[config.mk]
export PLATFORM = sky130hd
export DESIGN_NAME = ahb_lite_master
export DESIGN_NICKNAME = d
export VERILOG_FILES = /design/src/rtl/ahb_lite_master.sv
export SDC_FILE = /design/constraint.sdc
export NUM_CORES = 1
export LEC_CHECK = 0
export ABC_AREA = 1
export BUFFER_PORTS_ARGS = -buffer_cell sky130_fd_sc_hd__buf_2
export CAP_MARGIN = 20
export CORE_MARGIN = 1.5
export CORE_UTILIZATION = 25
export CTS_CLUSTER_SIZE = 16
export DETAILED_ROUTE_END_ITERATION = 7
export PLACE_DENSITY = 0.56
export RECOVER_POWER = 25
export SETUP_SLACK_MARGIN = 0.3
export SYNTH_ARGS = -nofsm -noshare
export SYNTH_HDL_FRONTEND = slang
export SYNTH_SLANG_ARGS = --single-unit
[constraint.sdc]
create_clock -name hclk -period 1.9 [get_ports hclk]
set_input_delay 0.38 -clock hclk [delete_from_list [all_inputs] [get_ports hclk]]
set_output_delay 0.38 -clock hclk [all_outputs]
set_load 0.1 [all_outputs]
[src/rtl/ahb_lite_master.sv]
// AHB-Lite single-master initiator: turns a valid/ready command stream into
// pipelined SINGLE NONSEQ transfers and returns one response per command.
module ahb_lite_master #(
  parameter int ADDRWIDTH = 12
) (
  input  logic                 hclk,
  input  logic                 hresetn,
  input  logic                 cmd_valid,
  output logic                 cmd_ready,
  input  logic                 cmd_write,
  input  logic [ADDRWIDTH-1:0] cmd_addr,
  input  logic [1:0]           cmd_size,
  input  logic [31:0]          cmd_wdata,
  output logic                 rsp_valid,
  output logic [31:0]          rsp_rdata,
  output logic                 rsp_err,
  output logic [ADDRWIDTH-1:0] haddr,
  output logic [1:0]           htrans,
  output logic                 hwrite,
  output logic [2:0]           hsize,
  output logic [2:0]           hburst,
  output logic [31:0]          hwdata,
  input  logic                 hready,
  input  logic                 hresp,
  input  logic [31:0]          hrdata
);

  // Encoding puts htrans[1] on bit 2 and the replay flag on bit 0, so both
  // bus outputs come straight from state flops.
  typedef enum logic [2:0] {
    ST_IDLE   = 3'b000,
    ST_BUSY   = 3'b100,
    ST_HOLD   = 3'b001,
    ST_REPLAY = 3'b101
  } ap_state_e;

  ap_state_e   state_q, state_d;
  logic        load;
  logic [1:0]  size_c;
  logic [31:0] pend_wdata;
  logic        dp_valid;
  logic        dp_write;

  assign htrans    = {state_q[2], 1'b0};
  assign hburst    = 3'b000;
  assign cmd_ready = hready & ~hresp & ~state_q[0];
  assign size_c    = (cmd_size == 2'b11) ? 2'b10 : cmd_size;

  always_comb begin
    state_d = state_q;
    load    = 1'b0;
    if (hready) begin
      unique case (state_q)
        ST_HOLD:   state_d = ST_REPLAY;
        ST_REPLAY: state_d = ST_IDLE;
        default: begin
          load    = cmd_valid & cmd_ready;
          state_d = load ? ST_BUSY : ST_IDLE;
        end
      endcase
    end else if (hresp && state_q[2]) begin
      // First ERROR cycle: withdraw the pending address phase, keep it for replay.
      state_d = ST_HOLD;
    end
  end

  always_ff @(posedge hclk or negedge hresetn) begin
    if (!hresetn) begin
      state_q <= ST_IDLE;
    end else begin
      state_q <= state_d;
    end
  end

  always_ff @(posedge hclk or negedge hresetn) begin
    if (!hresetn) begin
      haddr      <= '0;
      hwrite     <= 1'b0;
      hsize      <= '0;
      hwdata     <= '0;
      pend_wdata <= '0;
      dp_valid   <= 1'b0;
      dp_write   <= 1'b0;
      rsp_valid  <= 1'b0;
      rsp_rdata  <= '0;
      rsp_err    <= 1'b0;
    end else begin
      rsp_valid <= 1'b0;
      if (hready) begin
        if (load) begin
          haddr      <= cmd_addr;
          hwrite     <= cmd_write;
          hsize      <= {1'b0, size_c};
          pend_wdata <= cmd_wdata;
        end
        dp_valid <= state_q[2];
        if (state_q[2]) begin
          dp_write <= hwrite;
          hwdata   <= pend_wdata;
        end
        if (dp_valid) begin
          rsp_valid <= 1'b1;
          rsp_err   <= hresp;
          rsp_rdata <= dp_write ? '0 : hrdata;
        end
      end
    end
  end

endmodule

==> run_results.csv <==
group,metric,value,unit
status,status,"finished, violations left",
status,violations,"DRC",
hold_path,min_path_type,"in2reg",
finish,layout.cells.most_common_list,"nand2_1 (229), dfrtp_1 (117), buf_2 (95)",
synth,netlist-cell-type-count,16,
clocking,clockBufferDepth,2,
synth,netlist_area,0.00466,mm²
clocking,clk_pin_slew,0.06,ns
global_route,antenna_found_initial,1,
sta,finalMaxSlewViolations,0,
setup_path,cp_data_required_time,1.52,ns
clocking,cts-root-buf,"clkbuf_16",
hold_path,worstHoldStart,"cmd_wdata[28]",
synth,synthAdderAreaFrac,0,
job,max_cap_viol_count,0,
setup_path,rr_worst_depth,3,
placement,gp_congestion,0.740,
setup_path,r2r_setup_slack,0.43,ns
clocking,clkLatencyLatePin,0.41,ns
synth,synth_top_area_frac,0.629,
detailed_routing,wl_per_cell,13.9,µm
synth,synth_top_cell_by_area,"dfrtp_1",
global_route,overflow,0,
sta,worst_slew_pin_slew,0.934,ns
sta,fin_crit_sh,0.850,
hold_path,min_to,"pend_wdata[28]",
placement,dp_hpwl,8490,µm
setup_path,worst_setup_path_start_kind,"register",
setup_path,timing.rr.end,"rsp_rdata[10]",
floorplan,io_pins,172,
finish,mostFrequentLayoutCell,"nand2_1",
finish,layout-drive-gt1-share,0.309,
setup_path,cp-end-kind,"primary output",
sta,finalHoldViolCount,0,
setup_path,critical_path_class,"reg2out",
sta,finalSetupViolCount,0,
synth,yosysSeqAreaShare,0.629,
detailed_routing,ant_nets,0,
sta,tns,0,ns
sta,finalClockSkew,0.0105,ns
finish,nets,767,
synth,ys_top_cells_by_area,"dfrtp_1 (63%), nand2_1 (19%), nand3_1 (8.5%), o21ai_0 (3.7%), buf_2 (1.6%)",
synth,syn_inst,517,
placement,port_buffers,166,
detailed_routing,vias,4033,
global_route,grt_pass1_vias,3970,
synth,ys_warn_count,0,
detailed_routing,drc,32,
setup_path,worstReg2RegStart,"dp_valid",
clocking,clock-sinks,117,
synth,syn_avg_cell_area,9.01,µm²
synth,synthMuxAreaShare,0,
synth,ys_seq_elements,117,
global_route,grt_pass1_wl,21300,µm
global_route,track_usage,0.141,
sta,max_slew_margin,0.377,
finish,area_growth,42.6,%
floorplan,die_w,139,µm
sta,period_needed,1.62,ns
floorplan,start_util,0.257,
sta,max_freq,619,MHz
synth,yosys.area_share.simple,0.277,
detailed_routing,first_pass_iters,6,
clocking,h-tree-depth,4,
floorplan,die_area,0.0195,mm²
detailed_routing,vias_per_cell,4.36,
synth,synth_top_family_by_area,"simple AND/OR/NAND/NOR gates",
setup_path,critPathMaxFanout,3,
synth,synth_xor_area_frac,0,
floorplan,core_area,0.0181,mm²
detailed_routing,drt_iter0_drc,233,
floorplan,die_y,139,µm
floorplan,rows,49,
global_route,grt_max_degree,50,
clocking,numCtsBuffers,17,
detailed_routing,wl,12800,µm
synth,synth_compound_area_frac,0.0398,
setup_path,crit_arrival,1.24,ns
hold_path,whs_path_depth,3,
sta,rsz0062_at_grt,"true",
clocking,cts_tree,"built",
[cell families after synthesis]
family | after synthesis
AOI/OAI and AO/OA | 37
other | 1
DFF | 117
buffers and inverters | 49
and+or+nand+nor | 313
[state kept, by name, indices dropped and copies added, names as in the netlist]
| name | flops |
|---|---|
| state_q | 2 |
| pend_wdata | 32 |
| hwrite | 1 |
| dp_write | 1 |
| haddr | 12 |
| hsize | 2 |
| hwdata | 32 |
| rsp_rdata | 32 |
| rsp_err | 1 |
| dp_valid | 1 |
| rsp_valid | 1 |
[worst max-delay path by stage]
stage                          start         to  slack, ns  cells past startpoint
after floorplan               hready  cmd_ready       0.33                      4
after global placement         hresp  cmd_ready       0.51                      3
after detailed placement       hresp  cmd_ready       0.48                      3
after CTS                 state_q[0]  cmd_ready       0.26                      2
after global routing      state_q[0]  cmd_ready       0.20                      2
final                     state_q[0]  cmd_ready       0.28                      2
[routing by layer]
| metal | track usage | wire length (µm) |
|---|---|---|
| met5 | 0 | 0 |
| met4 | 0.0487 | 113 |
| met3 | 0.0485 | 959 |
| met2 | 0.212 | 5920 |
| met1 | 0.188 | 5850 |
[timing repair]
action                                  in CTS  in global routing
hold buffers                                 1                  0
setup buffers                                1                  0
pin swaps                                    1                  0
resized for setup                           22                 46
endpoints found under the hold margin       33                  0
endpoints found under the setup margin      23                 47
[through the flow]
step / hold slack, ns / instance area [µm²] / util / setup slack (ns) / std cells
2_1_floorplan: 0.0844 / 4670 / - / 0.330 / 521
3_3_place_gp: 0.372 / 5790 / 0.320 / 0.511 / 891
3_5_place_dp: 0.373 / 5790 / 0.320 / 0.483 / 891
4_1_cts: 0.168 / 6550 / 0.362 / 0.264 / 924
5_1_grt: 0.178 / 6640 / 0.367 / 0.204 / 924
6_report: 0.191 / 6640 / 0.367 / 0.284 / 925
[worst max-delay path: stages, from the launching register on]
cell and delay, ns:
dfrtp_1 0.42, nor3_4 0.19, buf_12 0.21
[cell type report]
class | instances | area, µm²
well taps | 229 | 287
clock inverters | 8 | 193
fillers | 1826 | 11400
multi-input cells | 355 | 1500
clock buffers | 23 | 498
inverters | 7 | 26.3
flip-flops and latches | 117 | 2930
diodes | 1 | 2.50
repair buffers | 185 | 1210
[synthesized netlist by cell type]
| cell | instances |
|---|---|
| nand2_1 | 230 |
| dfrtp_1 | 117 |
| nand3_1 | 79 |
| o21ai_0 | 34 |
| buf_2 | 15 |
| clkbuf_1 | 13 |
| buf_4 | 9 |
| inv_1 | 6 |
| a21oi_1 | 3 |
| buf_1 | 3 |
| buf_6 | 2 |
| nor2_1 | 2 |
| conb_1 | 1 |
| inv_2 | 1 |
| nand4_1 | 1 |
| nor3_4 | 1 |
Power is not shown: default switching activity piles up to over one toggle a cycle in this logic, so the estimate is an artifact.
